## config.mk

```make
export PLATFORM = sky130hd
export DESIGN_NAME = word_serializer_flat
export DESIGN_NICKNAME = d
export VERILOG_FILES = /design/src/rtl/word_serializer_pkg.sv /design/src/rtl/word_serializer_if.sv /design/src/rtl/word_serializer_sel_counter.sv /design/src/rtl/word_serializer.sv /design/src/flat_wrapper.sv
export SDC_FILE = /design/constraint.sdc
export NUM_CORES = 1
export LEC_CHECK = 0
export BUFFER_PORTS_ARGS = -buffer_cell sky130_fd_sc_hd__buf_2
export CORE_AREA = 3 3 40 42
export DETAILED_ROUTE_END_ITERATION = 10
export DIE_AREA = 0 0 43 45
export SYNTH_ARGS = -nofsm -noshare
export SYNTH_HDL_FRONTEND = slang
export SYNTH_SLANG_ARGS = --single-unit
```

## constraint.sdc

```tcl
create_clock -name clk -period 1.9 [get_ports clk]
set_input_delay 0.38 -clock clk [delete_from_list [all_inputs] [get_ports clk]]
set_output_delay 0.38 -clock clk [all_outputs]
set_load 0.02 [all_outputs]
```

## src/rtl/word_serializer_pkg.sv

```systemverilog
`default_nettype none
// ============================================================================
// Module     : word_serializer_pkg
// Description: Shared definitions for the word serializer: FSM state
//              encoding and helpers that derive the first/last select
//              index from the word width and the emission order.
// Ports      : none (package)
// Revision   : 1.0 - initial release
// ============================================================================
package word_serializer_pkg;

  typedef enum logic [0:0] {
    ST_IDLE  = 1'b0,
    ST_SHIFT = 1'b1
  } state_t;

  // Index of the first bit presented for a freshly loaded word.
  function automatic int start_index(input int width, input bit msb_first);
    return msb_first ? (width - 1) : 0;
  endfunction

  // Index of the final bit of a word; presenting it raises out_last.
  function automatic int end_index(input int width, input bit msb_first);
    return msb_first ? 0 : (width - 1);
  endfunction

endpackage
`default_nettype wire

```

## src/rtl/word_serializer_if.sv

```systemverilog
`default_nettype none
// ============================================================================
// Module     : word_serializer_if
// Description: Bundles the upstream word handshake and the downstream bit
//              handshake of the word serializer.
// Ports      : in_valid/in_ready/in_data  - parallel word, upstream side
//              out_valid/out_ready        - bit beat handshake, downstream
//              out_bit/out_last/sel       - presented bit, end flag, index
//              modport master : traffic source/sink (drives in_*, out_ready)
//              modport slave  : the serializer itself
// Revision   : 1.0 - initial release
// ============================================================================
interface word_serializer_if #(
  parameter int WIDTH = 4,
  parameter int SEL_W = 2
);
  logic             in_valid;
  logic             in_ready;
  logic [WIDTH-1:0] in_data;
  logic             out_ready;
  logic             out_valid;
  logic             out_bit;
  logic             out_last;
  logic [SEL_W-1:0] sel;

  modport master (
    output in_valid, in_data, out_ready,
    input  in_ready, out_valid, out_bit, out_last, sel
  );

  modport slave (
    input  in_valid, in_data, out_ready,
    output in_ready, out_valid, out_bit, out_last, sel
  );
endinterface
`default_nettype wire

```

## src/rtl/word_serializer_sel_counter.sv

```systemverilog
`default_nettype none
// ============================================================================
// Module     : word_serializer_sel_counter
// Description: Select index counter. Loads to START, steps one position per
//              enable (up, or down when DOWN=1), flags when sitting at STOP.
// Ports      : clk, rst - clock, synchronous active-high reset (-> START)
//              load     - reload START (wins over en)
//              en       - step one position
//              sel      - current index
//              at_end   - sel equals STOP
// Revision   : 1.0 - initial release
// ============================================================================
module word_serializer_sel_counter #(
  parameter int             SEL_W = 2,
  parameter logic [SEL_W-1:0] START = '0,
  parameter logic [SEL_W-1:0] STOP  = '1,
  parameter bit             DOWN  = 1'b0
) (
  input  wire logic             clk,
  input  wire logic             rst,
  input  wire logic             load,
  input  wire logic             en,
  output logic      [SEL_W-1:0] sel,
  output logic                  at_end
);

  localparam logic [SEL_W-1:0] ONE = SEL_W'(1);

  logic [SEL_W-1:0] sel_step;

  generate
    if (DOWN) begin : g_down
      assign sel_step = sel - ONE;
    end else begin : g_up
      assign sel_step = sel + ONE;
    end
  endgenerate

  // The controller never enables a step while at_end is set, so sel stays
  // inside [START, STOP] and only wraps through a reload.
  always_ff @(posedge clk) begin
    if (rst) begin
      sel <= START;
    end else if (load) begin
      sel <= START;
    end else if (en) begin
      sel <= sel_step;
    end
  end

  assign at_end = (sel == STOP);

endmodule
`default_nettype wire

```

## src/rtl/word_serializer.sv

```systemverilog
`default_nettype none
// ============================================================================
// Module     : word_serializer
// Description: Parallel-in / serial-out stage. Latches a WIDTH-bit word and
//              presents one bit per accepted beat, along with the select
//              index so it can also sequence an external bit selector.
//              Zero-bubble between words when upstream keeps in_valid high.
// Ports      : clk      - clock
//              rst      - synchronous active-high reset
//              bus      - word_serializer_if.slave (word in, bit out)
// Revision   : 1.0 - initial release
// ============================================================================
module word_serializer
  import word_serializer_pkg::*;
#(
  parameter int WIDTH     = 4,
  parameter int SEL_W     = 2,
  parameter bit MSB_FIRST = 1'b0
) (
  input  wire logic        clk,
  input  wire logic        rst,
  word_serializer_if.slave bus
);

  localparam logic [SEL_W-1:0] START_IDX = SEL_W'(start_index(WIDTH, MSB_FIRST));
  localparam logic [SEL_W-1:0] END_IDX   = SEL_W'(end_index(WIDTH, MSB_FIRST));

  state_t           state;
  state_t           state_next;
  logic [WIDTH-1:0] word_q;
  logic [SEL_W-1:0] sel_idx;
  logic             at_end;
  logic             in_ready;
  logic             out_valid;
  logic             out_last;
  logic             cnt_en;
  logic             accept;

  word_serializer_sel_counter #(
    .SEL_W (SEL_W),
    .START (START_IDX),
    .STOP  (END_IDX),
    .DOWN  (MSB_FIRST)
  ) u_sel_counter (
    .clk    (clk),
    .rst    (rst),
    .load   (accept),
    .en     (cnt_en),
    .sel    (sel_idx),
    .at_end (at_end)
  );

  // State register
  always_ff @(posedge clk) begin
    if (rst) begin
      state <= ST_IDLE;
    end else begin
      state <= state_next;
    end
  end

  // Next-state logic
  always_comb begin
    state_next = state;
    case (state)
      ST_IDLE: begin
        if (bus.in_valid) begin
          state_next = ST_SHIFT;
        end
      end
      ST_SHIFT: begin
        // Final beat taken: reload back-to-back if a word is waiting.
        if (bus.out_ready && at_end) begin
          state_next = bus.in_valid ? ST_SHIFT : ST_IDLE;
        end
      end
      default: state_next = ST_IDLE;
    endcase
  end

  // Output logic. Everything is forced quiet while rst is high so nothing
  // (in particular no out_last) can be handshaken during a reset cycle.
  always_comb begin
    in_ready  = 1'b0;
    out_valid = 1'b0;
    out_last  = 1'b0;
    cnt_en    = 1'b0;
    if (!rst) begin
      case (state)
        ST_IDLE: begin
          in_ready = 1'b1;
        end
        ST_SHIFT: begin
          out_valid = 1'b1;
          out_last  = at_end;
          in_ready  = at_end & bus.out_ready;
          cnt_en    = bus.out_ready & ~at_end;
        end
        default: begin
          in_ready = 1'b0;
        end
      endcase
    end
  end

  assign accept = bus.in_valid & in_ready;

  always_ff @(posedge clk) begin
    if (rst) begin
      word_q <= '0;
    end else if (accept) begin
      word_q <= bus.in_data;
    end
  end

  assign bus.in_ready  = in_ready;
  assign bus.out_valid = out_valid;
  assign bus.out_last  = out_last;
  assign bus.out_bit   = out_valid & word_q[sel_idx];
  assign bus.sel       = sel_idx;

endmodule
`default_nettype wire
```

## src/flat_wrapper.sv

```systemverilog
// flat-port wrapper written by rule: the top's interface ports become plain ports
module word_serializer_flat import word_serializer_pkg::*;
#(
  parameter int WIDTH     = 4,
  parameter int SEL_W     = 2,
  parameter bit MSB_FIRST = 1'b0
)
  (clk, rst, bus_in_valid, bus_in_data, bus_out_ready, bus_in_ready, bus_out_valid, bus_out_bit, bus_out_last, bus_sel);
  word_serializer_if #(.WIDTH(WIDTH), .SEL_W(SEL_W)) bus_i ();
  input  wire logic clk;
  input  wire logic rst;
  input wire logic [$bits(bus_i.in_valid)-1:0] bus_in_valid;
  input wire logic [$bits(bus_i.in_data)-1:0] bus_in_data;
  input wire logic [$bits(bus_i.out_ready)-1:0] bus_out_ready;
  output wire logic [$bits(bus_i.in_ready)-1:0] bus_in_ready;
  output wire logic [$bits(bus_i.out_valid)-1:0] bus_out_valid;
  output wire logic [$bits(bus_i.out_bit)-1:0] bus_out_bit;
  output wire logic [$bits(bus_i.out_last)-1:0] bus_out_last;
  output wire logic [$bits(bus_i.sel)-1:0] bus_sel;
  assign bus_i.in_valid = bus_in_valid;
  assign bus_i.in_data = bus_in_data;
  assign bus_i.out_ready = bus_out_ready;
  assign bus_in_ready = bus_i.in_ready;
  assign bus_out_valid = bus_i.out_valid;
  assign bus_out_bit = bus_i.out_bit;
  assign bus_out_last = bus_i.out_last;
  assign bus_sel = bus_i.sel;
  word_serializer #(.WIDTH(WIDTH), .SEL_W(SEL_W), .MSB_FIRST(MSB_FIRST)) u_core (.clk(clk), .rst(rst), .bus(bus_i));
endmodule
```

==> results.yml, run 1 <==
final_layout:
  mostFrequentLayoutCells: "buf_2, dfxtp_1, and2b_2, mux2_2"
  area_delta_synth_final_pct: 26.17
  nets: 57
  final_common_cell: "buf_2"
  final_util: 0.3661
  drive_gt1_frac: 0.5957
  diodes: 0
sta:
  tightest_slew_ns: 0.3395
  drv_slew: 0
  fin_crit_ns: 1.794
  whs_ns: 0.3534
  grt_setup_unrepaired: "no"
  tns_ns: 0
  slew_headroom: 0.7734
  fin_crit_sh: 0.9444
  hold_violations: 0
  setup_viol_count_final: 0
  finClkSkew_ns: 0.0006846
  fmaxAchievable_mhz: 557.3
clock_network:
  cts_hold_buf: 0
  insertion_delay_ns: 0.25
  cts_tree: "yes"
  numCtsBuffers: 3
  clock_path_buffers: 2
  htree_levels: 1
  clkSlewWorstSetupHoldPaths_ns: 0.05
  cts_root_buffer: "clkbuf_4"
  cts.sinks: 7
floorplan:
  initial_core_util: 0.2902
  ios: 14
  rows: 13
  core_area_um2: 1285
  dieArea_um2: 1935
  fp.dieW_um: 43
  die_y_um: 45
critical_path:
  worstSetupStartpointType: "register"
  crit_end: "bus_out_bit"
  reg2reg_depth: 4
  required_ns: 1.52
  crit_fanout: 4
  reg2reg_from: "u_core.u_sel_counter.sel[1]"
  critPathCaptureType: "output pin"
  rrSetupSlack_ns: 0.38
  arrival_ns: 1.41
  startpoint: "u_core.u_sel_counter.sel[0]"
  worstSetupPathType: "reg -> out"
  rr_endpoint: "u_core.word_q[1]"
global_routing:
  grt_util_all_layers: 0.07866
  antenna_found_initial: 0
  grt_pass1_wl_um: 1028
  grt_start_max_net_pins: 11
  grt_pass1_vias: 253
  overflow: 0
synth:
  ys_seq_area_frac: 0.3758
  synthAdderAreaFrac: 0.03356
  synth.area.mux_share: 0.2081
  synthesis.area_um2: 372.9
  synth_nets: 40
  synth_xor_area_frac: 0.02349
  synth_compound_area_frac: 0.05034
  syn_avg_cell_area_um2: 12.03
  synth-seq-cells: 7
  yosysUniqueCellTypes: 15
  syn-instance-count: 31
  synth_top_family_by_area: "simple AND/OR/NAND/NOR gates"
  yosysWarnings: 0
  yosys.area_share.simple: 0.2718
power_and_ir_drop:
  vdd_drop_max_uv: 367.1
  power_density_nw_per_um2: 743.6
  p_leak_nw: 0.2343
detailed_routing:
  routed_wl_um: 623
  drc: 0
  drt_iter0_markers: 3
  ant_nets: 0
  viasPerCell: 4.484
  dr.pass1.iters: 2
  via_count: 278
  avgRoutedWirePerCell_um: 10.05
worst_hold_path:
  holdCritPathClass: "in -> reg"
placed_design:
  dpl.hpwl_um: 480
  gp_congestion: 0.6450
  port_buffers: 13
flow_run:
  cap_viol_max_count: 0
status:
  status: "complete, no violations"
## worst max-delay path, cell delays in order (launching register included)
cell and delay (ns):
dfxtp_2 0.36, mux4_2 0.49, and2_1 0.16, buf_2 0.15
## cells by family after synthesis
| logic type | count (synthesis) |
|---|---|
| simple gates | 14 |
| flops | 7 |
| mux | 6 |
| compound gates | 1 |
| xor+xnor | 1 |
| buf+inv | 1 |
| fa+ha+maj | 1 |
## stage by stage
stage / std cells / setup slack (ns) / total power, W / area [µm²]
finish: 62 / 0.1057 / 0.0003498 / 470.5
global route: 62 / 0.02292 / 0.0003751 / 470.5
CTS: 62 / 0.02860 / 0.0003572 / 469.2
detailed placement: 58 / 0.3039 / 0.0002189 / 442.9
global placement: 58 / 0.3408 / 0.0002187 / 442.9
floorplan: 31 / 0.2786 / 0.0002038 / 372.9
## cell type report
| cell class | count | area, µm² |
|---|---|---|
| clock buffers | 4 | 26.28 |
| fillers | 149 | 814.5 |
| repair buffers | 13 | 65.06 |
| flip-flops and latches | 7 | 141.4 |
| multi-input cells | 23 | 219.0 |
| well taps | 15 | 18.77 |
## flip-flops by register name, summed over array words and instances, names as in the netlist
register	flops
u_core.state	1
u_core.word_q	4
u_core.u_sel_counter.sel	2
## timing repair
action / in CTS / in global routing
gates resized for setup: 0 / 1
buffers inserted: 0 / 0
endpoints found under the setup margin: 0 / 1
## cell usage after synthesis, drive strengths merged
library cell | n | area [µm²]
dfxtp | 7 | 140.1
and2b | 4 | 35.03
mux2 | 4 | 45.04
nor2 | 3 | 11.26
and2 | 2 | 12.51
nor3 | 2 | 10.01
a21boi | 1 | 18.77
clkbuf | 1 | 13.76
ha | 1 | 12.51
mux2i | 1 | 10.01
mux4 | 1 | 22.52
nand3b | 1 | 7.510
nor2b | 1 | 6.260
nor3b | 1 | 18.77
xor2 | 1 | 8.760
## worst min-delay path by stage
stage                                     start                          end  cells after the start
floorplan                          bus_in_valid                 u_core.state                      2
global placement    u_core.u_sel_counter.sel[1]  u_core.u_sel_counter.sel[1]                      2
detailed placement  u_core.u_sel_counter.sel[1]  u_core.u_sel_counter.sel[1]                      2
CTS                              bus_in_data[2]             u_core.word_q[2]                      2
global route                     bus_in_data[2]             u_core.word_q[2]                      2
finish                             bus_in_valid                 u_core.state                      3
## report_power, final
group	internal, W	total, W	switching, W
Combinational	0.0000292	0.0000530	0.0000238
Clock	0.0000801	0.000135	0.0000546
Sequential	0.000157	0.000162	0.00000533
## per-layer routing
metal,up-vias,GRT usage,part of all wire
met5,-,0,0
met4,0,0.03614,0
met3,0,0.07570,0.14
met2,13,0.1078,0.44
met1,124,0.08068,0.42
li1,141,-,-
Note: power is estimated with default switching activity, not from simulation.
==> run 2: changes to the inputs <==
Settings changed: ABC_AREA from default to 1.
==> results.yml, run 2 <==
global_routing:
  grt_start_max_net_pins: 8
  grt_pass1_wl_um: 1262
  overflow: 0
  grt_pass1_vias: 329
  grt_util_all_layers: 0.09023
  antenna_found_initial: 0
sta:
  whs_ns: 0.3455
  fin_crit_ns: 1.767
  setup_viol_count_final: 0
  drv_slew: 0
  hold_violations: 0
  slew_headroom: 0.8494
  tightest_slew_ns: 0.2250
  finClkSkew_ns: 0.0005597
  grt_setup_unrepaired: "no"
  fmaxAchievable_mhz: 566.1
  fin_crit_sh: 0.9297
  tns_ns: 0
clock_network:
  htree_levels: 1
  numCtsBuffers: 3
  cts_root_buffer: "clkbuf_4"
  clock_path_buffers: 2
  cts.sinks: 7
  insertion_delay_ns: 0.25
  cts_tree: "yes"
  post_cts_buffers: 0
  clkSlewWorstSetupHoldPaths_ns: 0.05
critical_path:
  rrSetupSlack_ns: 0.65
  worstSetupPathType: "reg -> out"
  arrival_ns: 1.39
  crit_end: "bus_in_ready"
  worstSetupStartpointType: "register"
  startpoint: "u_core.u_sel_counter.sel[0]"
  required_ns: 1.52
  critPathCaptureType: "output pin"
  rr_endpoint: "u_core.word_q[3]"
  reg2reg_from: "u_core.u_sel_counter.sel[0]"
  reg2reg_depth: 6
  crit_fanout: 6
synth:
  synthesis.area_um2: 370.4
  yosysMostFrequentCell: "nand2_1"
  yosysTopAreaCellShare: 0.3784
  yosysWarnings: 0
  synth_edf_count: 0
  yosys-top-cells-area: "dfxtp_1, nand2_1, nand3_1, inv_1, a21oi_2"
  synth-seq-cells: 7
  syn_avg_cell_area_um2: 6.858
  synthTopCellsByCount: "nand2_1, dfxtp_1, inv_1, nand3_1"
  synth_nets: 63
  yosysUniqueCellTypes: 15
  syn-instance-count: 54
  synth_flop_cell: "dfxtp_1"
  ys_seq_area_frac: 0.3784
  ys_async_sr_fraction: 0
  synth_top_area_cell: "dfxtp_1"
floorplan:
  die_y_um: 45
  core_area_um2: 1285
  dieArea_um2: 1935
  initial_core_util: 0.2882
  fp.dieW_um: 43
  rows: 13
  ios: 14
final_layout:
  top_regs: "u_core.word_q (4), u_core.u_sel_counter.sel (2), u_core.state (1)"
  instances_no_fill: 86
  diodes: 0
  final_common_cell: "nand2_1"
  top_register: "u_core.word_q"
  area_delta_synth_final_pct: 31.76
  drive_gt1_frac: 0.3239
  nets: 81
  mostFrequentLayoutCells: "nand2_1, buf_2, dfxtp_1"
  final_util: 0.3797
  largest_reg_flops: 4
power_and_ir_drop:
  p_sw_frac: 0.2675
  seqPwrFrac: 0.463
  power_density_nw_per_um2: 710.9
  clock_power_share: 0.396
  p_switching_w: 0.00009280
  p_leak_nw: 0.2633
  vdd_drop_max_uv: 337.3
  p_int_w: 0.0002541
  pwr-share-comb: 0.140
detailed_routing:
  ant_nets: 0
  via_count: 378
  routed_wl_um: 780
  dr.pass1.iters: 2
  viasPerCell: 4.395
  avgRoutedWirePerCell_um: 9.070
  drt_iter0_markers: 2
  drc: 0
worst_hold_path:
  holdCritPathClass: "in -> reg"
placed_design:
  dpl.hpwl_um: 626.9
  port_buffers: 13
  gp_congestion: 0.7961
  dp_cells: 82
flow_run:
  cap_viol_max_count: 0
status:
  status: "complete, no violations"
## run 2: what timing repair did
item / in CTS / in global routing
setup endpoints to repair: 0 / 1
hold buffers: 0 / 0
gates resized for setup: 0 / 1
## run 2: area by class of cell
class / instances / area (µm²)
multi-input combinational: 40 / 211.5
timing repair buffer: 13 / 65.06
sequential: 7 / 140.1
clock buffer: 4 / 26.28
inverter: 7 / 26.28
tap: 15 / 18.77
fill: 142 / 797.0
## run 2: worst min path at each step
| stage | from | endpoint | slack, ns | cells after the start |
|---|---|---|---|---|
| 5_1_grt | bus_in_data[2] | u_core.word_q[2] | 0.37 | 3 |
| 4_1_cts | bus_in_data[2] | u_core.word_q[2] | 0.34 | 3 |
| 3_5_place_dp | u_core.word_q[0] | u_core.word_q[0] | 0.44 | 2 |
| 6_report | bus_in_data[2] | u_core.word_q[2] | 0.35 | 3 |
| 3_3_place_gp | u_core.word_q[1] | u_core.word_q[1] | 0.43 | 2 |
| 2_1_floorplan | u_core.word_q[3] | u_core.word_q[3] | 0.42 | 2 |
## run 2: logic make-up after synthesis
logic type               share of synthesized area
AO/OA/AOI/OAI                               0.1014
adder cells (fa/ha/maj)                    0.03378
buffers and inverters                      0.07093
flip-flops                                  0.3784
AND/OR/NAND/NOR                             0.4156
## run 2: power by group through the flow
stage               Sequential (W)  Clock, W  Combinational [W]
floorplan                 0.000163         0          0.0000284
global placement          0.000163         0          0.0000477
detailed placement        0.000163         0          0.0000481
CTS                       0.000160  0.000141          0.0000484
global route              0.000162  0.000150          0.0000550
finish                    0.000161  0.000138          0.0000487
## run 2: metal layers
layer / vias up / track usage / wire length, µm
met5: - / 0 / 0
met4: 0 / 0.07229 / 15
met3: 2 / 0.02390 / 26
met2: 7 / 0.1557 / 378
met1: 167 / 0.09246 / 359
li1: 202 / - / -
## run 2: per-stage QoR
step	worst slack (ns)	power, W	area [µm²]
final	0.1335	0.0003469	488.0
after global routing	0.03661	0.0003666	488.0
after CTS	0.09038	0.0003495	480.5
after detailed placement	0.3728	0.0002114	454.2
after global placement	0.4134	0.0002109	454.2
after floorplan	0.2890	0.0001913	370.4
## run 2: critical path, stage by stage (launching register included)
cell and delay [ns]:
dfxtp_1 0.41, ha_1 0.22, nand2_1 0.12, a21oi_4 0.19
buf_2 0.19
